[config.mk]
export PLATFORM = sky130hd
export DESIGN_NAME = fetch_ctrl_flat
export DESIGN_NICKNAME = d
export VERILOG_FILES = /design/src/rtl/fetch_pkg.sv /design/src/rtl/fetch_ctrl_if.sv /design/src/rtl/fetch_buf.sv /design/src/rtl/fetch_ctrl.sv /design/src/flat_wrapper.sv
export SDC_FILE = /design/constraint.sdc
export NUM_CORES = 1
export LEC_CHECK = 0
export CORE_MARGIN = 1
export CORE_UTILIZATION = 40
export DETAILED_ROUTE_END_ITERATION = 8
export PLACE_DENSITY = 0.76
export SLEW_MARGIN = 20
export SYNTH_ARGS = -nofsm -noshare
export SYNTH_HDL_FRONTEND = slang
export SYNTH_SLANG_ARGS = --single-unit
export TNS_END_PERCENT = 50
[constraint.sdc]
create_clock -name clk -period 4.95 [get_ports clk]
set_input_delay 0.99 -clock clk [delete_from_list [all_inputs] [get_ports clk]]
set_output_delay 0.99 -clock clk [all_outputs]
set_load 0.05 [all_outputs]
[src/rtl/fetch_pkg.sv]
// Shared types and constants for the instruction-fetch controller.
package fetch_pkg;

  typedef enum logic [2:0] {
    ST_IDLE  = 3'd0,
    ST_FETCH = 3'd1,
    ST_HOLD  = 3'd2,
    ST_KILL  = 3'd3,
    ST_ERR   = 3'd4
  } fetch_state_e;

  localparam logic [31:0] DEFAULT_RESET_PC = 32'h0000_3000;

endpackage : fetch_pkg

[src/rtl/fetch_ctrl_if.sv]
// Instruction-memory request/ack bus between fetch_ctrl (master) and memory (slave).
interface fetch_ctrl_if;
  // imem_req is held with imem_addr stable until a cycle with imem_ack=1;
  // imem_ack may rise in the same cycle as imem_req, and imem_rdata is valid only with imem_ack.
  logic        imem_req;
  logic [31:0] imem_addr;
  logic        imem_ack;
  logic [31:0] imem_rdata;

  modport master (output imem_req, output imem_addr, input imem_ack, input imem_rdata);
  modport slave  (input imem_req, input imem_addr, output imem_ack, output imem_rdata);
endinterface : fetch_ctrl_if

[src/rtl/fetch_buf.sv]
// IF/ID pipeline register: load has priority over flush; otherwise contents hold.
module fetch_buf (
  input  logic        clk,
  input  logic        rst_n,
  input  logic        load,
  input  logic        flush,
  input  logic [31:0] load_pc,
  input  logic [31:0] load_instr,
  output logic        valid_o,
  output logic [31:0] pc_o,
  output logic [31:0] instr_o
);

  logic        valid_q, valid_d;
  logic [31:0] pc_q, pc_d;
  logic [31:0] instr_q, instr_d;

  always_comb begin
    valid_d = valid_q;
    pc_d    = pc_q;
    instr_d = instr_q;
    if (load) begin
      valid_d = 1'b1;
      pc_d    = load_pc;
      instr_d = load_instr;
    end else if (flush) begin
      valid_d = 1'b0;
    end
  end

  always_ff @(posedge clk or negedge rst_n) begin
    if (!rst_n) begin
      valid_q <= 1'b0;
      pc_q    <= 32'h0;
      instr_q <= 32'h0;
    end else begin
      valid_q <= valid_d;
      pc_q    <= pc_d;
      instr_q <= instr_d;
    end
  end

  assign valid_o = valid_q;
  assign pc_o    = pc_q;
  assign instr_o = instr_q;

endmodule : fetch_buf

[src/rtl/fetch_ctrl.sv]
// Instruction-fetch controller: PC sequencing, redirect/kill handling, IF/ID register.
// Build option: define FETCH_DELAY_SLOT_EN to keep the IF register across a redirect.
module fetch_ctrl
  import fetch_pkg::*;
#(
  parameter logic [31:0] RESET_PC = DEFAULT_RESET_PC
) (
  input  logic                clk,
  input  logic                rst_n,
  input  logic                stall,
  input  logic                redirect_valid,
  input  logic [31:0]         redirect_pc,
  fetch_ctrl_if.master        imem,
  output logic                if_valid,
  output logic [31:0]         if_pc,
  output logic [31:0]         if_instr,
  output logic                fetch_err,
  output fetch_state_e        dbg_state
);

`ifdef FETCH_DELAY_SLOT_EN
  localparam bit FLUSH_ON_REDIRECT = 1'b0;
`else
  localparam bit FLUSH_ON_REDIRECT = 1'b1;
`endif

  fetch_state_e state_q, state_d;
  logic [31:0]  pc_q, pc_d;
  logic [31:0]  pending_pc_q, pending_pc_d;
  logic         fetch_err_q, fetch_err_d;
  logic         err_pend_q, err_pend_d;
  logic         buf_load, buf_flush;
  logic         redir_ok, redir_bad;

  assign redir_ok  = redirect_valid && (redirect_pc[1:0] == 2'b00);
  assign redir_bad = redirect_valid && (redirect_pc[1:0] != 2'b00);

  always_comb begin
    state_d       = state_q;
    pc_d          = pc_q;
    pending_pc_d  = pending_pc_q;
    fetch_err_d   = fetch_err_q;
    err_pend_d    = err_pend_q;
    imem.imem_req = 1'b0;
    buf_load      = 1'b0;
    buf_flush     = if_valid && !stall;

    case (state_q)
      ST_IDLE, ST_HOLD: begin
        if (redir_bad) begin
          fetch_err_d = 1'b1;
          buf_flush   = 1'b1;
          state_d     = ST_ERR;
        end else if (redir_ok) begin
          pc_d      = redirect_pc;
          buf_flush = FLUSH_ON_REDIRECT;
          state_d   = ST_FETCH;
        end else if (state_q == ST_IDLE || !stall) begin
          state_d = ST_FETCH;
        end
      end
      ST_FETCH: begin
        imem.imem_req = 1'b1;
        if (redir_bad) begin
          fetch_err_d = 1'b1;
          buf_flush   = 1'b1;
          // Without an ack the request is still outstanding and must drain via KILL.
          err_pend_d  = !imem.imem_ack;
          state_d     = imem.imem_ack ? ST_ERR : ST_KILL;
        end else if (redir_ok) begin
          buf_flush = FLUSH_ON_REDIRECT;
          if (imem.imem_ack) begin
            pc_d = redirect_pc;
          end else begin
            pending_pc_d = redirect_pc;
            state_d      = ST_KILL;
          end
        end else if (imem.imem_ack) begin
          buf_load = 1'b1;
          pc_d     = pc_q + 32'd4;
          state_d  = stall ? ST_HOLD : ST_FETCH;
        end
      end
      ST_KILL: begin
        imem.imem_req = 1'b1;
        if (redir_bad) begin
          fetch_err_d = 1'b1;
          buf_flush   = 1'b1;
          err_pend_d  = 1'b1;
        end else if (redir_ok && !err_pend_q) begin
          pending_pc_d = redirect_pc;
          buf_flush    = FLUSH_ON_REDIRECT;
        end
        if (imem.imem_ack) begin
          if (err_pend_q || redir_bad) begin
            state_d = ST_ERR;
          end else begin
            pc_d    = redir_ok ? redirect_pc : pending_pc_q;
            state_d = ST_FETCH;
          end
        end
      end
      ST_ERR: begin
        state_d = ST_ERR;
      end
      default: begin
        state_d = ST_IDLE;
      end
    endcase
  end

  always_ff @(posedge clk or negedge rst_n) begin
    if (!rst_n) begin
      state_q      <= ST_IDLE;
      pc_q         <= RESET_PC;
      pending_pc_q <= RESET_PC;
      fetch_err_q  <= 1'b0;
      err_pend_q   <= 1'b0;
    end else begin
      state_q      <= state_d;
      pc_q         <= pc_d;
      pending_pc_q <= pending_pc_d;
      fetch_err_q  <= fetch_err_d;
      err_pend_q   <= err_pend_d;
    end
  end

  fetch_buf u_buf (
    .clk        (clk),
    .rst_n      (rst_n),
    .load       (buf_load),
    .flush      (buf_flush),
    .load_pc    (pc_q),
    .load_instr (imem.imem_rdata),
    .valid_o    (if_valid),
    .pc_o       (if_pc),
    .instr_o    (if_instr)
  );

  assign imem.imem_addr = pc_q;
  assign fetch_err      = fetch_err_q;
  assign dbg_state      = state_q;

endmodule : fetch_ctrl
[src/flat_wrapper.sv]
// flat-port wrapper written by rule: the top's interface ports become plain ports
module fetch_ctrl_flat import fetch_pkg::*;
#(
  parameter logic [31:0] RESET_PC = DEFAULT_RESET_PC
)
  (clk, rst_n, stall, redirect_valid, redirect_pc, if_valid, if_pc, if_instr, fetch_err, dbg_state, imem_imem_req, imem_imem_addr, imem_imem_ack, imem_imem_rdata);
  fetch_ctrl_if imem_i ();
  input  logic clk;
  input  logic rst_n;
  input  logic stall;
  input  logic redirect_valid;
  input  logic [31:0] redirect_pc;
  output logic if_valid;
  output logic [31:0] if_pc;
  output logic [31:0] if_instr;
  output logic fetch_err;
  output fetch_state_e dbg_state;
  output wire logic [$bits(imem_i.imem_req)-1:0] imem_imem_req;
  output wire logic [$bits(imem_i.imem_addr)-1:0] imem_imem_addr;
  input wire logic [$bits(imem_i.imem_ack)-1:0] imem_imem_ack;
  input wire logic [$bits(imem_i.imem_rdata)-1:0] imem_imem_rdata;
  assign imem_imem_req = imem_i.imem_req;
  assign imem_imem_addr = imem_i.imem_addr;
  assign imem_i.imem_ack = imem_imem_ack;
  assign imem_i.imem_rdata = imem_imem_rdata;
  fetch_ctrl #(.RESET_PC(RESET_PC)) u_core (.clk(clk), .rst_n(rst_n), .stall(stall), .redirect_valid(redirect_valid), .redirect_pc(redirect_pc), .imem(imem_i), .if_valid(if_valid), .if_pc(if_pc), .if_instr(if_instr), .fetch_err(fetch_err), .dbg_state(dbg_state));
endmodule
**Yosys cells after proc, flatten, opt, wreduce, memory -nomap -nowiden**

Index checks and enable logic that the tools add are counted.

- Flip-flop bits (word level): 134
- Input bits: 69
- Output and inout port bits: 102

- Add/sub/neg operators: 1
- Eq/ne operators: 19
- Multiplexer cells: 43
- Reductions and logical operators: 24

Operators with widths:

| kind | count |
|---|---|
| $mux 32 | 14 |
| $pmux 32 s3 | 1 |
| $pmux 32 s2 | 1 |
| $add 32x3->32 const B | 1 |
| $mux 3 | 10 |
| $ne 2x2->1 const B | 7 |
| $mux 1 | 13 |
| $pmux 3 s4 | 1 |
| $ne 2x1->1 const B | 5 |
| $reduce_and 7->1 | 1 |
| $eq 3x2->1 const B | 2 |
| $reduce_and 6->1 | 1 |
| $reduce_bool 2->1 | 3 |
| $logic_and 1x1->1 | 4 |
| $ne 4x1->1 const B | 1 |
| $ne 4x2->1 const B | 1 |
| $ne 4x4->1 const B | 1 |
| $pmux 1 s2 | 2 |
| $reduce_and 4->1 | 1 |
| $reduce_or 2->1 | 2 |
| $reduce_or 4->1 | 1 |
| $eq 3x1->1 const B | 1 |
| $eq 3x3->1 const B | 1 |
| $logic_not 1->1 | 3 |
| 8 further kinds | 9 |

**Logic depth before layout (Yosys ltp)**

- Depth after elaboration: 8
- Gate-level depth with buffers: 9
- Mapped depth without buffers: 6

**Modules after synthesis**

A second synthesis with hierarchy kept.

- Cells, all modules: 572
- Area, all modules: 6565.0 um^2

By module, submodules not included:

| module | instances | cells an instance | area each (um^2) | sequential area each (um^2) |
|---|---|---|---|---|
| fetch_ctrl | 1 | 434 | 3950.0 | 1731.7 |
| fetch_buf | 1 | 138 | 2615.0 | 1626.6 |

**Worst setup path after synthesis**

OpenSTA, ideal clock, no wires.

- Path type: input to register
- Start: in redirect_valid
- End: reg u_core.pc_q[0] (netlist: u_core.imem.imem_addr[0])
- Setup time: 127 ps
- Arrival time: 2430 ps
- Data required time: 4823 ps
- Path slack: 2393 ps
- Stages on the path: 8
- Path buffers: 3
- Cells stage by stage: buf_4 or3b_1 o32a_1 or2_1 buf_6 buf_6 a221oi_1 nor2_1

- Word-level cells in the longest chain between the ends: 5
- Elaborated cells on any way between the ends: 14
- Classes of those cells: eq/ne (4); mux (6); reduce/logical (4)

Ends and longest elaborated chain:

| what | line | text |
|---|---|---|
| start, declared | flat_wrapper.sv:11 | `input logic redirect_valid;` |
| $logic_and 1x1->1 | fetch_ctrl.sv:35 | `assign redir_ok = redirect_valid && (redirect_pc[1:0] == 2'b00);` |
| $mux 32 | fetch_ctrl.sv:98 | `pc_d = redir_ok ? redirect_pc : pending_pc_q;` |
| $mux 32 | fetch_ctrl.sv:95 | `if (err_pend_q \|\| redir_bad) begin` |
| $mux 32 | fetch_ctrl.sv:94 | `if (imem.imem_ack) begin` |
| $pmux 32 s3 | fetch_ctrl.sv:48 | `case (state_q)` |
| end signal, assigned | fetch_ctrl.sv:121 | `pc_q <= pc_d;` |
| end, declared | fetch_ctrl.sv:28 | `logic [31:0] pc_q, pc_d;` |

Parallel ways exist; a longest one is shown, timed or not. The select of a mux whose other input is x is not followed.
A chain may end at the register's enable or synchronous reset.

**Final worst setup path**

- Start: in redirect_valid
- End: reg u_core.pc_q[23] (netlist: u_core.imem.imem_addr[23])

The elaborated chain is that of the path after synthesis.

==> reports/qor.csv <==
stage,metric,value,unit
hold_path,hp-class,register to register,
routing,dr.pass1.iters,5,
sta,min_period,3.54,ns
pwr,leakage,0.00392,uW
floorplanning,core_area,15800,um^2
synth,synth-compound-area-share,0.144,
routing,wirelength,18.8,mm
global_routing,overflow,0,
sta,finalCritPeriodShare,0.715,
routing,avgViaCountPerCell,5.41,
placed_design,io_buffers,170,
setup_path,start_kind,primary input,
sta,skew,0.00875,ns
layout,final_cells,1088,
global_routing,antenna_found_initial,0,
routing,drt_iter0_drc,499,
placed_design,place_area,8310,um^2
layout,syn2layout_area_growth,38.9,%
synth,synth-simple-area-share,0.222,
routing,wire_per_inst,17.3,um
setup_path,cp.required,5.24,ns
synth,synth-edff-count,0,
setup_path,critPathMaxStageDelay,0.65,ns
clock_tree,path_clk_slew,0.06,ns
setup_path,critical_path.cell_chain,"clkdlybuf4s50_1, or3b_1, o32a_1, or2_1, buf_4, a221oi_1, o211ai_1",
clock_tree,cts_tree,done,
sta,max_slew_margin,0.311,
clock_tree,clk_latency,0.42,ns
placed_design,place_inst,1056,
pwr,power_density,738,nW/um^2
placed_design,hpwlAfterDp,12.4,mm
run,cap_violations,0,
floorplanning,die_w,129,um
clock_tree,cts_setup_buffers,0,
pwr,power,6610,uW
layout,n_antenna_cell,0,
routing,drc,0,
synth,synth_xor_area_frac,0.0122,
sta,fmax,283,MHz
synth,syn_inst,707,
placed_design,gp_congestion,0.892,
synth,synth_mux_area_frac,0.0586,
floorplanning,rows,46,
pwr,ir_worst_vdd,347,uV
global_routing,grt_max_degree,107,
sta,rsz0062_at_grt,no,
global_routing,grt_pass1_vias,5608,
synth,synth_top_flop_cell,dfrtp_1,
floorplanning,die_height,129,um
clock_tree,clockRootBuffer,clkbuf_16,
clock_tree,cts_made_buffers,17,
layout,layout.nets,929,
floorplanning,io_pins,171,
setup_path,cp.arrival,3.83,ns
global_routing,grt_use_total,0.236,
routing,drtAntennaViolNets,0,
hold_path,hold_end,u_core.u_buf.instr_o[25],
setup_path,rr_endpoint,u_core.imem.imem_addr[23],
synth,ys.warnings.count,0,
setup_path,r2r_cells,7,
synth,synth_top_family_by_area,simple AND/OR/NAND/NOR gates,
layout,final_cell_area,8960,um^2
run_status,status,finished clean,
setup_path,crit_type,primary input to register,
routing,vias,5884,
clock_tree,cts_buffer_depth,2,
setup_path,critPathMaxFanout,24,
setup_path,cp_slowest_cell,clkdlybuf4s50_1,
synth,ys_seq_area_frac,0.521,
hold_path,hold_depth,2,
synth,synth_adder_area_share,0.00194,
clock_tree,cts_hold_buffers,0,
synth,synth_cell_types,60,
sta,tns,0,ns
global_routing,grt_first_pass_wirelength,30.0,mm
setup_path,cp_num_buf_inv,2,
setup_path,path_delay_family,simple AND/OR/NAND/NOR gates,
setup_path,r2r-start,u_core.dbg_state[1],
sta,tightestPinTransition,1.03,ns
hold_path,worstHoldStart,u_core.u_buf.instr_o[25],
sta,final-max-slew-violation-count,0,
sta,setup_violations,0,
synth,syn_avg_cell_area,9.12,um^2
clock_tree,cts_resized,0,
synth,synth_nets,777,
synth,syn-cell-area,6450,um^2
floorplanning,dieArea,16600,um^2
clock_tree,cts.sinks,134,
synth,synthArstFlopShare,1.00,
setup_path,cp-end-kind,register,
synth,ys_ff_latch,134,
floorplanning,initial_core_util,0.407,
sta,final-hold-violation-count,0,
clock_tree,htree_levels,4,
layout,drive_gt1_frac,0.0975,
setup_path,ff2ff_setup_slack,2.19,ns
[state kept, by name, summed over array words and instances (netlist names)]
signal                 count
u_core.err_pend_q          1
u_core.u_buf.valid_o       1
u_core.imem.imem_addr     32
u_core.u_buf.pc_o         32
u_core.dbg_state           3
u_core.u_buf.instr_o      32
u_core.fetch_err           1
u_core.pending_pc_q       32
[logic make-up after synthesis]
| kind of cell | count (synthesis) |
|---|---|
| AND/OR/NAND/NOR | 325 |
| AO/OA/AOI/OAI | 146 |
| XOR/XNOR | 9 |
| multiplexers | 34 |
| flip-flops | 134 |
| buffers and inverters | 58 |
| adder cells (fa/ha/maj) | 1 |
[power by group]
part / switching (uW) / total, uW / internal, uW
logic: 2100 / 3170 / 1070
clock network: 479 / 1380 / 905
registers: 472 / 2060 / 1580
total: 3060 / 6610 / 3560
[Yosys cell counts (2+ instances only)]
cell type	instances	area, um^2
nand2b_1	4	25.0
o2bb2ai_1	4	35.0
nor4_1	5	31.3
nor2_1	25	93.8
dfrtp_1	130	3250
nand4b_1	2	17.5
mux2i_1	4	40.0
and4_1	6	52.6
or2_2	2	12.5
xnor2_1	6	52.6
o21ai_0	57	285
xor2_1	3	26.3
a21oi_1	27	135
o41a_1	2	22.5
a2111oi_0	3	26.3
a31oi_1	7	43.8
clkbuf_1	26	97.6
o21a_1	3	22.5
inv_1	10	37.5
nand2_1	215	807
a21o_1	5	37.5
buf_6	3	33.8
and2_1	7	43.8
o311a_1	2	20.0
mux2_2	30	338
buf_1	5	18.8
nor3_1	16	80.1
and3_1	8	50.1
a22o_1	3	26.3
nand3_1	20	100
buf_2	12	60.1
a221oi_1	9	78.8
o211ai_1	5	37.5
o22ai_1	2	12.5
nand4_1	8	50.1
o31ai_1	2	15.0
a211oi_1	3	22.5
dfstp_2	4	105
[metrics by stage]
step	hold WS, ns	utilization	setup slack, ns
finish	0.471	0.566	1.41
global route	0.489	0.566	1.29
CTS	0.475	0.566	1.45
detailed placement	0.459	0.525	1.09
global placement	0.457	0.525	1.18
floorplan	0.455	-	2.39
[worst max path at each step]
stage | startpoint | endpoint | slack (ns) | cells past startpoint
after floorplan | redirect_valid | u_core.imem.imem_addr[0] | 2.39 | 8
final | redirect_valid | u_core.imem.imem_addr[23] | 1.41 | 7
after global placement | redirect_valid | u_core.imem.imem_addr[23] | 1.18 | 7
after global routing | redirect_valid | u_core.imem.imem_addr[23] | 1.29 | 7
after detailed placement | redirect_valid | u_core.imem.imem_addr[23] | 1.09 | 7
after CTS | redirect_valid | u_core.imem.imem_addr[23] | 1.45 | 7
[layout make-up]
type,count,area (um^2)
clock buffer,19,443
sequential,134,3360
timing repair buffer,180,1800
inverter,11,41.3
clock inverter,13,204
fill,1410,6870
tap,216,270
multi-input combinational,515,2840
[layer usage]
layer,global-route usage,vias up,share of wire
li1,-,2761,-
met1,0.318,2862,0.43
met2,0.373,233,0.48
met3,0.0590,28,0.076
met4,0.0782,0,0.016
met5,0,-,0
[worst register-to-register path, cell delays in order, from the launching register on]
cell and delay (ns):
dfrtp_1 0.34, buf_4 0.39, nand2b_1 0.37, or3_2 0.68
buf_4 0.52, nor2_1 0.08, mux2i_1 0.15, o211ai_1 0.10
[cells in the final DEF (no fill, tap or decap), types with 4 or more instances in the layout]
master | Yosys | routed
dfstp_2 | 4 | 4
bufinv_16 | 0 | 5
and4_1 | 6 | 6
and3_1 | 8 | 8
o211ai_1 | 5 | 5
inv_1 | 10 | 10
o21ai_0 | 57 | 57
clkinv_2 | 0 | 4
xnor2_1 | 6 | 6
a21oi_1 | 27 | 27
and2_1 | 7 | 7
nand2_1 | 215 | 215
nand2b_1 | 4 | 4
a21o_1 | 5 | 5
buf_4 | 1 | 8
nand3_1 | 20 | 20
mux2i_1 | 4 | 4
o2bb2ai_1 | 4 | 4
nor2_1 | 25 | 24
nor3_1 | 16 | 15
nand4_1 | 8 | 8
nor4_1 | 5 | 5
dfrtp_1 | 130 | 130
a31oi_1 | 7 | 7
clkdlybuf4s50_1 | 0 | 169
mux2_2 | 30 | 30
a221oi_1 | 9 | 9
clkbuf_16 | 0 | 17
(Power assumes the default switching activity.)
